$ cat src/rtl/prog_pattern_gen_if.sv
// rtl/prog_pattern_gen_if.sv - instruction-word stream between pattern generator and program loader
//   out_valid : word available (generator -> loader)
//   out_ready : loader accepts (loader -> generator)
//   out_addr  : program address of the word
//   out_word  : packed instruction, NLANES byte lanes, one lane per ROM chip

interface prog_pattern_gen_if #(
    parameter int ADDR_W = 16,
    parameter int NLANES = 6
);
    logic                  out_valid;
    logic                  out_ready;
    logic [ADDR_W-1:0]     out_addr;
    logic [NLANES*8-1:0]   out_word;

    modport master (output out_valid, output out_addr, output out_word, input out_ready);
    modport slave  (input out_valid, input out_addr, input out_word, output out_ready);
endinterface

$ cat src/rtl/prog_pattern_gen.sv
// rtl/prog_pattern_gen.sv - streaming generator of the device-enumeration test program
//   clk, reset : clock, synchronous active-high reset
//   start      : begin a run (honoured only in IDLE or DONE)
//   imm_mode   : immediate source latched at start, 0 = LFSR, 1 = (addr+10) mod 256
//   out_if     : master side of the word stream (valid/ready/addr/word)
//   busy       : run in progress (preamble or sweep)
//   done       : sticky run-complete
//   lane_sum   : per-lane modulo-256 byte sums, present only with PATGEN_LANE_CHECKSUM_EN

module prog_pattern_gen #(
    parameter int NLANES       = 6,
    parameter int ADDR_W       = 16,
    parameter int DEPTH        = 65536,
    parameter int TDEV_W       = 5,
    parameter int ADEV_W       = 3,
    parameter int BDEV_W       = 4,
    parameter int ALUOP_W      = 5,
    parameter int NTDEV        = 16,
    parameter int NADEV        = 8,
    parameter int NBDEV        = 8,
    parameter int PRE_N        = 7,
    parameter logic [((PRE_N > 0) ? PRE_N : 1)*TDEV_W-1:0] PRE_TARGS =
        {5'd13, 5'd12, 5'd8, 5'd3, 5'd2, 5'd1, 5'd0},
    parameter int TDEV_RAM     = 4,
    parameter int TDEV_HALT    = 7,
    parameter int TDEV_PCHITMP = 8,
    parameter int TDEV_PCLO    = 9,
    parameter int ADEV_UNUSED  = 7,
    parameter int BDEV_RAM     = 4,
    parameter int ALUOP_B      = 1,
    parameter int ALUOP_APLUSB = 4,
    parameter logic [7:0] SEED = 8'h5A
) (
    input  logic                clk,
    input  logic                reset,
    input  logic                start,
    input  logic                imm_mode,
    prog_pattern_gen_if.master  out_if,
    output logic                busy,
    output logic                done
`ifdef PATGEN_LANE_CHECKSUM_EN
    ,
    output logic [NLANES*8-1:0] lane_sum
`endif
);

    localparam int WORD_W    = NLANES * 8;
    localparam int ADDR_LSB  = 8;
    localparam int AMODE_BIT = ADDR_LSB + ADDR_W;
    localparam int CMODE_BIT = AMODE_BIT + 1;
    localparam int SETF_BIT  = AMODE_BIT + 2;
    localparam int COND_LSB  = AMODE_BIT + 3;
    localparam int BDEV_LSB  = COND_LSB + 4;
    localparam int ADEV_LSB  = BDEV_LSB + BDEV_W;
    localparam int TARG_LSB  = ADEV_LSB + ADEV_W;
    localparam int ALUOP_LSB = TARG_LSB + TDEV_W;
    localparam int USED_W    = ALUOP_LSB + ALUOP_W;

    localparam logic [ADDR_W-1:0] LAST_ADDR = ADDR_W'(DEPTH - 1);
    localparam logic [ADDR_W-1:0] PRE_LAST  = ADDR_W'(PRE_N - 1);
    localparam logic [ADDR_W:0]   PRE_N_X   = (ADDR_W+1)'(PRE_N);

    generate
        if (USED_W > WORD_W) begin : g_width_err
            $error("prog_pattern_gen: packed instruction fields exceed NLANES*8");
        end
        if (DEPTH < 1 || (ADDR_W < 31 && DEPTH > (1 << ADDR_W))) begin : g_depth_err
            $error("prog_pattern_gen: DEPTH must be in 1..2**ADDR_W");
        end
        if (SEED == 8'h00) begin : g_seed_err
            $error("prog_pattern_gen: SEED must be non-zero");
        end
    endgenerate

    typedef enum logic [1:0] {S_IDLE, S_PRE, S_SWEEP, S_DONE} state_t;

    state_t              state;
    logic [ADDR_W-1:0]   addr;
    logic [WORD_W-1:0]   word_q;
    logic                valid_q;
    logic [7:0]          lfsr;
    logic                mode;

    logic [ADDR_W-1:0]   addr_nx;
    logic [7:0]          lfsr_nx;
    logic                accept;

    function automatic logic [7:0] lfsr_step(input logic [7:0] v);
        return (v >> 1) ^ (v[0] ? 8'hB8 : 8'h00);
    endfunction

    // Instruction for address a; preamble vs sweep is decided by the address itself.
    function automatic logic [WORD_W-1:0] build_word(input logic [ADDR_W-1:0] a,
                                                     input logic [7:0] lfsr_v,
                                                     input logic md);
        logic [WORD_W-1:0]  w;
        logic [TDEV_W-1:0]  t;
        logic [ADEV_W-1:0]  ad;
        logic [BDEV_W-1:0]  b;
        logic [ALUOP_W-1:0] op;
        logic [7:0]         imm;
        w = '0;
        if ({1'b0, a} < PRE_N_X) begin
            t   = PRE_TARGS[a*TDEV_W +: TDEV_W];
            ad  = '0;
            b   = '0;
            op  = ALUOP_W'(ALUOP_B);
            imm = 8'h00;
        end else begin
            t  = TDEV_W'(a % NTDEV);
            ad = ADEV_W'(a % NADEV);
            b  = BDEV_W'(a % NBDEV);
            // Skip rules are applied one after another, not as alternatives.
            if (t == TDEV_W'(TDEV_HALT)) t = '0;
            if (t == TDEV_W'(TDEV_PCLO)) t = TDEV_W'(TDEV_PCHITMP);
            if (ad == ADEV_W'(ADEV_UNUSED)) ad = '0;
            if (b == BDEV_W'(BDEV_RAM) && t == TDEV_W'(TDEV_RAM)) b = '0;
            op  = ALUOP_W'(ALUOP_APLUSB);
            imm = md ? 8'(a + 8'd10) : lfsr_v;
        end
        w[7:0]                    = imm;
        w[ADDR_LSB +: ADDR_W]     = a;
        w[AMODE_BIT]              = 1'b0;
        w[CMODE_BIT]              = 1'b0;
        w[SETF_BIT]               = 1'b1;
        w[COND_LSB +: 4]          = 4'h0;
        w[BDEV_LSB +: BDEV_W]     = b;
        w[ADEV_LSB +: ADEV_W]     = ad;
        w[TARG_LSB +: TDEV_W]     = t;
        w[ALUOP_LSB +: ALUOP_W]   = op;
        return w;
    endfunction

    assign accept  = valid_q & out_if.out_ready;
    assign addr_nx = addr + 1'b1;
    // The LFSR only moves past a word that was consumed in the sweep.
    assign lfsr_nx = (state == S_SWEEP) ? lfsr_step(lfsr) : lfsr;

    assign out_if.out_valid = valid_q;
    assign out_if.out_addr  = addr;
    assign out_if.out_word  = word_q;

    always_ff @(posedge clk) begin
        if (reset) begin
            state   <= S_IDLE;
            addr    <= '0;
            word_q  <= '0;
            valid_q <= 1'b0;
            busy    <= 1'b0;
            done    <= 1'b0;
            lfsr    <= SEED;
            mode    <= 1'b0;
`ifdef PATGEN_LANE_CHECKSUM_EN
            lane_sum <= '0;
`endif
        end else begin
            case (state)
                S_IDLE, S_DONE: begin
                    if (start) begin
                        state   <= (PRE_N == 0) ? S_SWEEP : S_PRE;
                        addr    <= '0;
                        word_q  <= build_word('0, SEED, imm_mode);
                        valid_q <= 1'b1;
                        busy    <= 1'b1;
                        done    <= 1'b0;
                        lfsr    <= SEED;
                        mode    <= imm_mode;
`ifdef PATGEN_LANE_CHECKSUM_EN
                        lane_sum <= '0;
`endif
                    end
                end
                S_PRE, S_SWEEP: begin
                    if (accept) begin
`ifdef PATGEN_LANE_CHECKSUM_EN
                        for (int i = 0; i < NLANES; i++) begin
                            lane_sum[i*8 +: 8] <= lane_sum[i*8 +: 8] + word_q[i*8 +: 8];
                        end
`endif
                        // Last-address compare ends the run; addr itself never wraps.
                        if (addr == LAST_ADDR) begin
                            state   <= S_DONE;
                            valid_q <= 1'b0;
                            busy    <= 1'b0;
                            done    <= 1'b1;
                        end else begin
                            addr   <= addr_nx;
                            lfsr   <= lfsr_nx;
                            word_q <= build_word(addr_nx, lfsr_nx, mode);
                            if (state == S_PRE && addr == PRE_LAST) begin
                                state <= S_SWEEP;
                            end
                        end
                    end
                end
                default: state <= S_IDLE;
            endcase
        end
    end

endmodule

$ cat src/flat_wrapper.sv
// flat-port wrapper written by rule: the top's interface ports become plain ports
module prog_pattern_gen_flat 
#(
    parameter int NLANES       = 6,
    parameter int ADDR_W       = 16,
    parameter int DEPTH        = 65536,
    parameter int TDEV_W       = 5,
    parameter int ADEV_W       = 3,
    parameter int BDEV_W       = 4,
    parameter int ALUOP_W      = 5,
    parameter int NTDEV        = 16,
    parameter int NADEV        = 8,
    parameter int NBDEV        = 8,
    parameter int PRE_N        = 7,
    parameter logic [((PRE_N > 0) ? PRE_N : 1)*TDEV_W-1:0] PRE_TARGS =
        {5'd13, 5'd12, 5'd8, 5'd3, 5'd2, 5'd1, 5'd0},
    parameter int TDEV_RAM     = 4,
    parameter int TDEV_HALT    = 7,
    parameter int TDEV_PCHITMP = 8,
    parameter int TDEV_PCLO    = 9,
    parameter int ADEV_UNUSED  = 7,
    parameter int BDEV_RAM     = 4,
    parameter int ALUOP_B      = 1,
    parameter int ALUOP_APLUSB = 4,
    parameter logic [7:0] SEED = 8'h5A
)
  (clk, reset, start, imm_mode, busy, done, out_if_out_valid, out_if_out_addr, out_if_out_word, out_if_out_ready);
  prog_pattern_gen_if #(.ADDR_W(ADDR_W), .NLANES(NLANES)) out_if_i ();
  input  logic clk;
  input  logic reset;
  input  logic start;
  input  logic imm_mode;
  output logic busy;
  output logic done;
  output wire logic [$bits(out_if_i.out_valid)-1:0] out_if_out_valid;
  output wire logic [$bits(out_if_i.out_addr)-1:0] out_if_out_addr;
  output wire logic [$bits(out_if_i.out_word)-1:0] out_if_out_word;
  input wire logic [$bits(out_if_i.out_ready)-1:0] out_if_out_ready;
  assign out_if_out_valid = out_if_i.out_valid;
  assign out_if_out_addr = out_if_i.out_addr;
  assign out_if_out_word = out_if_i.out_word;
  assign out_if_i.out_ready = out_if_out_ready;
  prog_pattern_gen #(.NLANES(NLANES), .ADDR_W(ADDR_W), .DEPTH(DEPTH), .TDEV_W(TDEV_W), .ADEV_W(ADEV_W), .BDEV_W(BDEV_W), .ALUOP_W(ALUOP_W), .NTDEV(NTDEV), .NADEV(NADEV), .NBDEV(NBDEV), .PRE_N(PRE_N), .PRE_TARGS(PRE_TARGS), .TDEV_RAM(TDEV_RAM), .TDEV_HALT(TDEV_HALT), .TDEV_PCHITMP(TDEV_PCHITMP), .TDEV_PCLO(TDEV_PCLO), .ADEV_UNUSED(ADEV_UNUSED), .BDEV_RAM(BDEV_RAM), .ALUOP_B(ALUOP_B), .ALUOP_APLUSB(ALUOP_APLUSB), .SEED(SEED)) u_core (.clk(clk), .reset(reset), .start(start), .imm_mode(imm_mode), .out_if(out_if_i), .busy(busy), .done(done));
endmodule
$ cat config.mk
export PLATFORM = sky130hd
export DESIGN_NAME = prog_pattern_gen_flat
export DESIGN_NICKNAME = d
export VERILOG_FILES = /design/src/rtl/prog_pattern_gen_if.sv /design/src/rtl/prog_pattern_gen.sv /design/src/flat_wrapper.sv
export SDC_FILE = /design/constraint.sdc
export NUM_CORES = 1
export LEC_CHECK = 0
export CAP_MARGIN = 20
export CORE_MARGIN = 5
export CORE_UTILIZATION = 40
export DETAILED_ROUTE_END_ITERATION = 10
export PLACE_DENSITY = 0.63
export SYNTH_ARGS = -nofsm -noshare
export SYNTH_HDL_FRONTEND = slang
export SYNTH_SLANG_ARGS = --single-unit
$ cat constraint.sdc
create_clock -name clk -period 3.2 [get_ports clk]
set_input_delay 0.64 -clock clk [delete_from_list [all_inputs] [get_ports clk]]
set_output_delay 0.64 -clock clk [all_outputs]
set_load 0.05 [all_outputs]
==> qor.csv, run 1 <==
stage;metric;value;unit
worst_setup_path;critPathKind;flop to flop;
min_path;whs_path_depth;2;
worst_setup_path;worst_r2r_endpoint;u_core.state[0];
finish;num_antenna_cells;0;
synthesis;synth_area;0.003306;sq mm
timing;fmax;0.3759;GHz
synthesis;yosysMostFrequentCell;dfxtp_1;
floorplan;coreArea;0.008134;sq mm
cts;cts_buffer_depth;2;
placement;dp.cells;554;
global_route;track_usage;17.23;%
cts;cts_root_buf;clkbuf_8;
finish;fill_cells;811;
floorplan;die_h;100.9;microns
run_status;status;finished clean;
global_route;grt_overflow;0;
timing;max_slew_margin;51.86;%
cts;clk_latency;0.31;ns
global_route;antenna_found_initial;0;
cts;clk_pin_slew;0.09;ns
routing;drt_iter0_drc;130;
floorplan;start_util;40.64;%
timing;period_minus_slack;2.661;ns
routing;vias_per_cell;5.491;
routing;drc_errors;0;
cts;htreeDepth;2;
timing;rsz0062_at_grt;no;
worst_setup_path;cp-startpoint;u_core.out_if.out_addr[0];
worst_setup_path;path_cells;buf_4, inv_1, ha_1, nand4b_1, or4_1, o32ai_1, nand2b_1, o21ai_1, a221oi_2;
min_path;hold_class;flop to flop;
min_path;whs_endpoint;u_core.out_if.out_word[45];
synthesis;synthTopCellsByCount;dfxtp_1 (50), nand2_1 (46), nor2_1 (35);
worst_setup_path;crit_path_top_delay_cell;or4_1;
routing;drtPass1Iterations;4;
finish;drive_gt1_share;9.409;%
floorplan;rows;33;
cts;cts_tree;done;
timing;post-route-period-util;83.14;%
worst_setup_path;reg2reg_from;u_core.out_if.out_addr[0];
synthesis;synth_top_area_cell;dfxtp_1;
timing;setup_ws;0.5394;ns
synthesis;async_flop_share;0;%
synthesis;ys_types;64;
routing;wl;9.078;mm
placement;dp_hpwl;6.552;mm
pwr;p_leak;1.413;nW
routing;postRouteAntennaNets;0;
synthesis;syn_area_per_cell;7.833;sq um
synthesis;yosys-top-cells-area;dfxtp_1 (30%), buf_4 (6.8%), nand2_1 (5.2%);
worst_setup_path;cp.required;3.42;ns
synthesis;synthCells;422;
pwr;power.density;353.5;mW/mm^2
routing;num_vias;3086;
worst_setup_path;startpoint_type;flop;
timing;drv_slew;0;
timing;hold_slack;0.4445;ns
global_route;grt_pass1_wl;14.35;mm
placement;io_buffers;60;
floorplan;die-area;0.01018;sq mm
placement;place_area;0.003844;sq mm
worst_setup_path;r2r_slack;0.54;ns
timing;finalHoldViolCount;0;
synthesis;synth_warnings;0;
synthesis;seq_area_frac_synth;30.28;%
finish;fin_util;49.01;%
cts;cts.sinks;50;
synthesis;synth_flop_cell;dfxtp_1;
finish;final_nets;468;
timing;final.setup.tns;0;ns
finish;layout.cells.non_filler;562;
floorplan;boundaryPins;72;
synthesis;ys_ff_latch;50;
finish;final_area;0.003986;sq mm
synthesis;synth_top_cell_area_share;30.28;%
placement;dpl_worst_slack;0.5686;ns
timing;clock_skew;0.01433;ns
synthesis;synth-edff-count;0;
placement;gp_congestion;0.8915;
worst_setup_path;cp_top_family;simple AND/OR/NAND/NOR gates;
finish;area.growth.synth_to_final;20.59;%
min_path;min_from;u_core.out_if.out_word[45];
worst_setup_path;r2r.worst_path.cells;9;
worst_setup_path;cp_max_fo;19;
worst_setup_path;slowest_delay;0.43;ns
timing;setup_viol;0;
worst_setup_path;worstPathArrival;2.88;ns
global_route;grt_pass1_vias;2872;
timing;worst_pin_slew;0.7194;ns
worst_setup_path;crit_buf_inv;2;
cts;post-cts-setup-buffer-count;0;
cts;hold_buffers;0;
routing;detail_route.wl_per_cell;16.15;microns
pwr;ir_drop;165.8;uV
cts;cts_made_buffers;5;
floorplan;fp.dieW;100.9;microns
cts;cts_resized;0;
job;cap_violations;0;
worst_setup_path;end_kind;flop;
pwr;power.total;1.409;mW
global_route;grt_max_degree;26;
-- worst max-delay path by stage --
stage / to / slack [ns] / cells after the start
final: u_core.state[0] / 0.54 / 9
after global routing: u_core.state[0] / 0.36 / 9
after CTS: u_core.state[0] / 0.56 / 9
after detailed placement: u_core.out_if.out_word[6] / 0.57 / 7
after global placement: u_core.out_if.out_word[5] / 0.60 / 8
after floorplan: u_core.out_if.out_word[6] / 0.55 / 9
-- cell type report --
cell class / count / area [sq um] / share of cell area, %
multi-input cells: 315 / 1961 / 49.18
flip-flops and latches: 50 / 1001 / 25.11
repair buffers: 76 / 720.7 / 18.08
well taps: 105 / 131.4 / 3.296
clock buffers: 6 / 82.58 / 2.072
clock inverters: 2 / 60.06 / 1.507
inverters: 8 / 30.03 / 0.7533
-- flip-flops by register name (all words and copies together), names as in the netlist --
signal                  count
u_core.done                 1
u_core.out_if.out_addr     15
u_core.mode                 1
u_core.busy                 1
u_core.out_if.out_word     22
u_core.lfsr                 8
u_core.state                2
-- report_power, final --
part           total (mW)  internal, mW  leakage, nW  switching (mW)
logic               0.212        0.0629        0.938           0.149
clock network       0.557         0.334       0.0714           0.223
registers           0.640         0.631        0.404         0.00919
total                1.41          1.03         1.41           0.382
-- worst register-to-register path, stage by stage (launching register included) --
cell      delay, ns
dfxtp_1        0.32
buf_4          0.21
inv_1          0.21
ha_1           0.37
nand4b_1       0.12
or4_1          0.43
o32ai_1        0.37
nand2b_1       0.19
o21ai_1        0.09
a221oi_2       0.27
-- cells in the final DEF (no fill, tap or decap), drive strengths merged, types with 3 or more instances in the layout --
master / synthesis / final
a211oi: 6 / 6
a21oi: 32 / 32
a31oi: 6 / 6
a32o: 5 / 5
a32oi: 3 / 3
and2: 7 / 7
and3: 4 / 4
and4: 6 / 6
buf: 44 / 16
clkbuf: 15 / 6
clkdlybuf4s50: 0 / 60
conb: 1 / 11
dfxtp: 50 / 50
ha: 7 / 7
inv: 8 / 8
mux2i: 8 / 8
nand2: 46 / 46
nand2b: 5 / 5
nand3: 12 / 12
nand3b: 6 / 6
nand4: 10 / 10
nor2: 36 / 36
nor3: 15 / 15
nor3b: 3 / 3
o211ai: 4 / 4
o21ai: 28 / 28
o22ai: 3 / 3
o31ai: 3 / 3
or2: 3 / 3
or3: 4 / 4
xnor2: 13 / 13
-- per-layer routing --
layer	part of all wire [%]	track usage (%)
met5	0	0
met4	2.0	5.419
met3	6.0	2.422
met2	45	26.84
met1	47	24.52
-- cells by family (layout without fill, tap and decap cells) --
kind of cell    after synthesis  after routing  share of synthesized area, %
compound gates              112            112                         23.05
xor+xnor                     14             14                         3.709
fa+ha+maj                     7              7                         2.649
buf+inv                      67             92                         11.54
flops                        50             50                         30.28
mux                           9              9                         2.763
other cells                   1             11                        0.1134
simple gates                162            162                         25.89
Note: power is estimated with default switching activity, not from simulation.
==> run 2: changes to the inputs <==
- PLACE_DENSITY: 0.63 -> 0.66
- clock period: 3.2 -> 2.34 ns (I/O delays scaled with it)
==> run 2 against run 1 <==
Global-route usage rose by 1.3 points. Clock power grew 16%. Count of clock-buffer cells in the layout down 1. Clock skew fell by 0.0022 ns. Combinational power is 57% higher. Critical path depth decreased by 7. First-iteration DRC count rose by 0.77%. Design area rose by 7.7%. Sequential power up 36%. Sequential share of layout area decreased by 1.5 points. Critical path type is now flop to output port. Largest cell class unchanged.
==> qor.csv, run 2 (synthesis results as in run 1) <==
stage;metric;value;unit;change
run_status;status;finished clean;;unchanged
finish;drive_gt1_share;19.06;%;was 9.409%
timing;clock_skew;0.01214;ns;was 0.01433 ns
placement;dpl_worst_slack;0.005943;ns;was 0.5686 ns
finish;final_nets;499;;was 468
finish;layout.cells.non_filler;593;;was 562
floorplan;boundaryPins;72;;unchanged
floorplan;coreArea;0.008134;sq mm;unchanged
worst_setup_path;end_kind;output port;;was flop
routing;vias_per_cell;5.546;;was 5.491
floorplan;start_util;40.64;%;unchanged
timing;worst_pin_slew;0.7387;ns;was 0.7194 ns
routing;drt_iter0_drc;131;;was 130
cts;htreeDepth;2;;unchanged
global_route;grt_pass1_vias;3140;;was 2872
cts;cts_buffer_depth;2;;unchanged
timing;hold_slack;0.4464;ns;was 0.4445 ns
pwr;p_leak;1.578;nW;was 1.413 nW
placement;dp.cells;582;;was 554
timing;max_slew_margin;50.75;%;was 51.86%
cts;cts.sinks;50;;unchanged
cts;clk_latency;0.31;ns;about the same
routing;drtPass1Iterations;5;;was 4
placement;io_buffers;60;;unchanged
routing;num_vias;3289;;was 3086
finish;final_common_cell;clkdlybuf4s50_1;;unchanged
finish;area.growth.synth_to_final;29.83;%;was 20.59%
global_route;grt_use_met1;24.84;%;was 24.52%
timing;final.setup.tns;0;ns;unchanged
worst_setup_path;cp.required;1.87;ns;was 3.42 ns
timing;setup_viol;0;;unchanged
global_route;grt_max_degree;20;;was 26
worst_setup_path;cp_max_fo;17;;was 19
routing;drc_errors;0;;unchanged
routing;detail_route.wl_per_cell;15.97;microns;was 16.15 microns
worst_setup_path;r2r_slack;0.15;ns;was 0.54 ns
global_route;use_met3;3.391;%;was 2.422%
cts;clk_pin_slew;0.10;ns;was 0.09 ns
routing;postRouteAntennaNets;0;;unchanged
worst_setup_path;crit_path_top_delay_cell;clkdlybuf4s50_1;;was or4_1
placement;place_area;0.004068;sq mm;was 0.003844 sq mm
pwr;ir_drop;271.3;uV;was 165.8 uV
placement;gp_congestion;0.9163;;was 0.8915
floorplan;die-area;0.01018;sq mm;unchanged
finish;fill_cells;787;;was 811
global_route;antenna_found_initial;0;;unchanged
pwr;power.density;431.3;mW/mm^2;was 353.5 mW/mm^2
global_route;grt.busiest_layer;met2;;unchanged
finish;final_area;0.004292;sq mm;was 0.003986 sq mm
global_route;grt_overflow;0;;unchanged
timing;setup_ws;0.1270;ns;was 0.5394 ns
finish;final_cell_mix;clkdlybuf4s50_1 (60), nand2_1 (46), buf_4 (45);;was clkdlybuf4s50_1 (60), dfxtp_1 (50), nand2_1 (46)
pwr;power.total;1.851;mW;was 1.409 mW
cts;cts_made_buffers;5;;unchanged
worst_setup_path;critPathKind;flop to output port;;was flop to flop
timing;finalHoldViolCount;0;;unchanged
global_route;track_usage;18.48;%;was 17.23%
finish;fin_util;52.76;%;was 49.01%
job;cap_violations;0;;unchanged
global_route;use_met2;29.82;%;was 26.84%
timing;post-route-period-util;94.57;%;
floorplan;fp.dieW;100.9;microns;unchanged
cts;cts_tree;done;;unchanged
worst_setup_path;path_cells;buf_4, clkdlybuf4s50_1;;was buf_4, inv_1, ha_1, nand4b_1, or4_1, o32ai_1, nand2b_1, o21ai_1, a221oi_2
min_path;hold_class;flop to flop;;unchanged
placement;dp_hpwl;7.116;mm;was 6.552 mm
global_route;grt_pass1_wl;15.39;mm;was 14.35 mm
cts;hold_buffers;0;;unchanged
cts;cts_root_buf;clkbuf_8;;unchanged
finish;largest_register_ffs;22;;unchanged
timing;period_minus_slack;2.213;ns;
worst_setup_path;startpoint_type;flop;;unchanged
worst_setup_path;worstPathArrival;1.74;ns;was 2.88 ns
floorplan;die_h;100.9;microns;unchanged
worst_setup_path;slowest_delay;0.84;ns;was 0.43 ns
floorplan;rows;33;;unchanged
finish;num_antenna_cells;0;;unchanged
routing;wl;9.469;mm;was 9.078 mm
timing;fmax;0.4519;GHz;
timing;drv_slew;0;;unchanged
-- run 2: changes by cell type in the layout (fill, tap and decap cells not counted), sizes merged --
cell / delta
bufinv: -1
buf: +31
clkbuf: -1
inv: +2
-- run 2: timing repair --
action | CTS | global route
endpoints found under the setup margin | 0 | 24
resized for setup | 0 | 14
buffers inserted | 0 | 3
hold endpoints to repair | 0 | 0
-- run 2: final timing paths --
kind / end / start / cells after the start
setup / recovery: out_if_out_addr[0] / u_core.out_if.out_addr[0] / 2
hold / removal: u_core.out_if.out_word[45] / u_core.out_if.out_word[45] / 2
setup reg to reg: u_core.out_if.out_word[7] / u_core.out_if.out_addr[0] / 10
hold reg to reg: u_core.out_if.out_word[45] / u_core.out_if.out_word[45] / 2
-- run 2: final cells by class --
type / count / area (sq um) / area share, %
Tap cell: 105 / 131.4 / 3.061
Timing Repair Buffer: 107 / 978.4 / 22.80
Sequential cell: 50 / 1015 / 23.64
Clock buffer: 5 / 68.82 / 1.603
Clock inverter: 3 / 47.55 / 1.108
Multi-Input combinational cell: 315 / 2021 / 47.08
Inverter: 8 / 30.03 / 0.6997
-- run 2: critical path: cells and delay by family, from the launching register on --
kind	cells	cell delay, ns
buf+inv	2	1.07
flops	1	0.37
-- run 2: metal layers --
metal	part of all wire, %	routed length (microns)	vias to the layer above
met1	44	4160	1541
met4	2.9	274	0
met5	0	0	-
met2	47	4423	116
li1	-	-	1608
met3	6.5	611	24
-- run 2: power breakdown --
part,switching (mW),internal [mW]
Combinational,0.218,0.113
Clock,0.322,0.327
Sequential,0.00878,0.862
Total,0.549,1.30
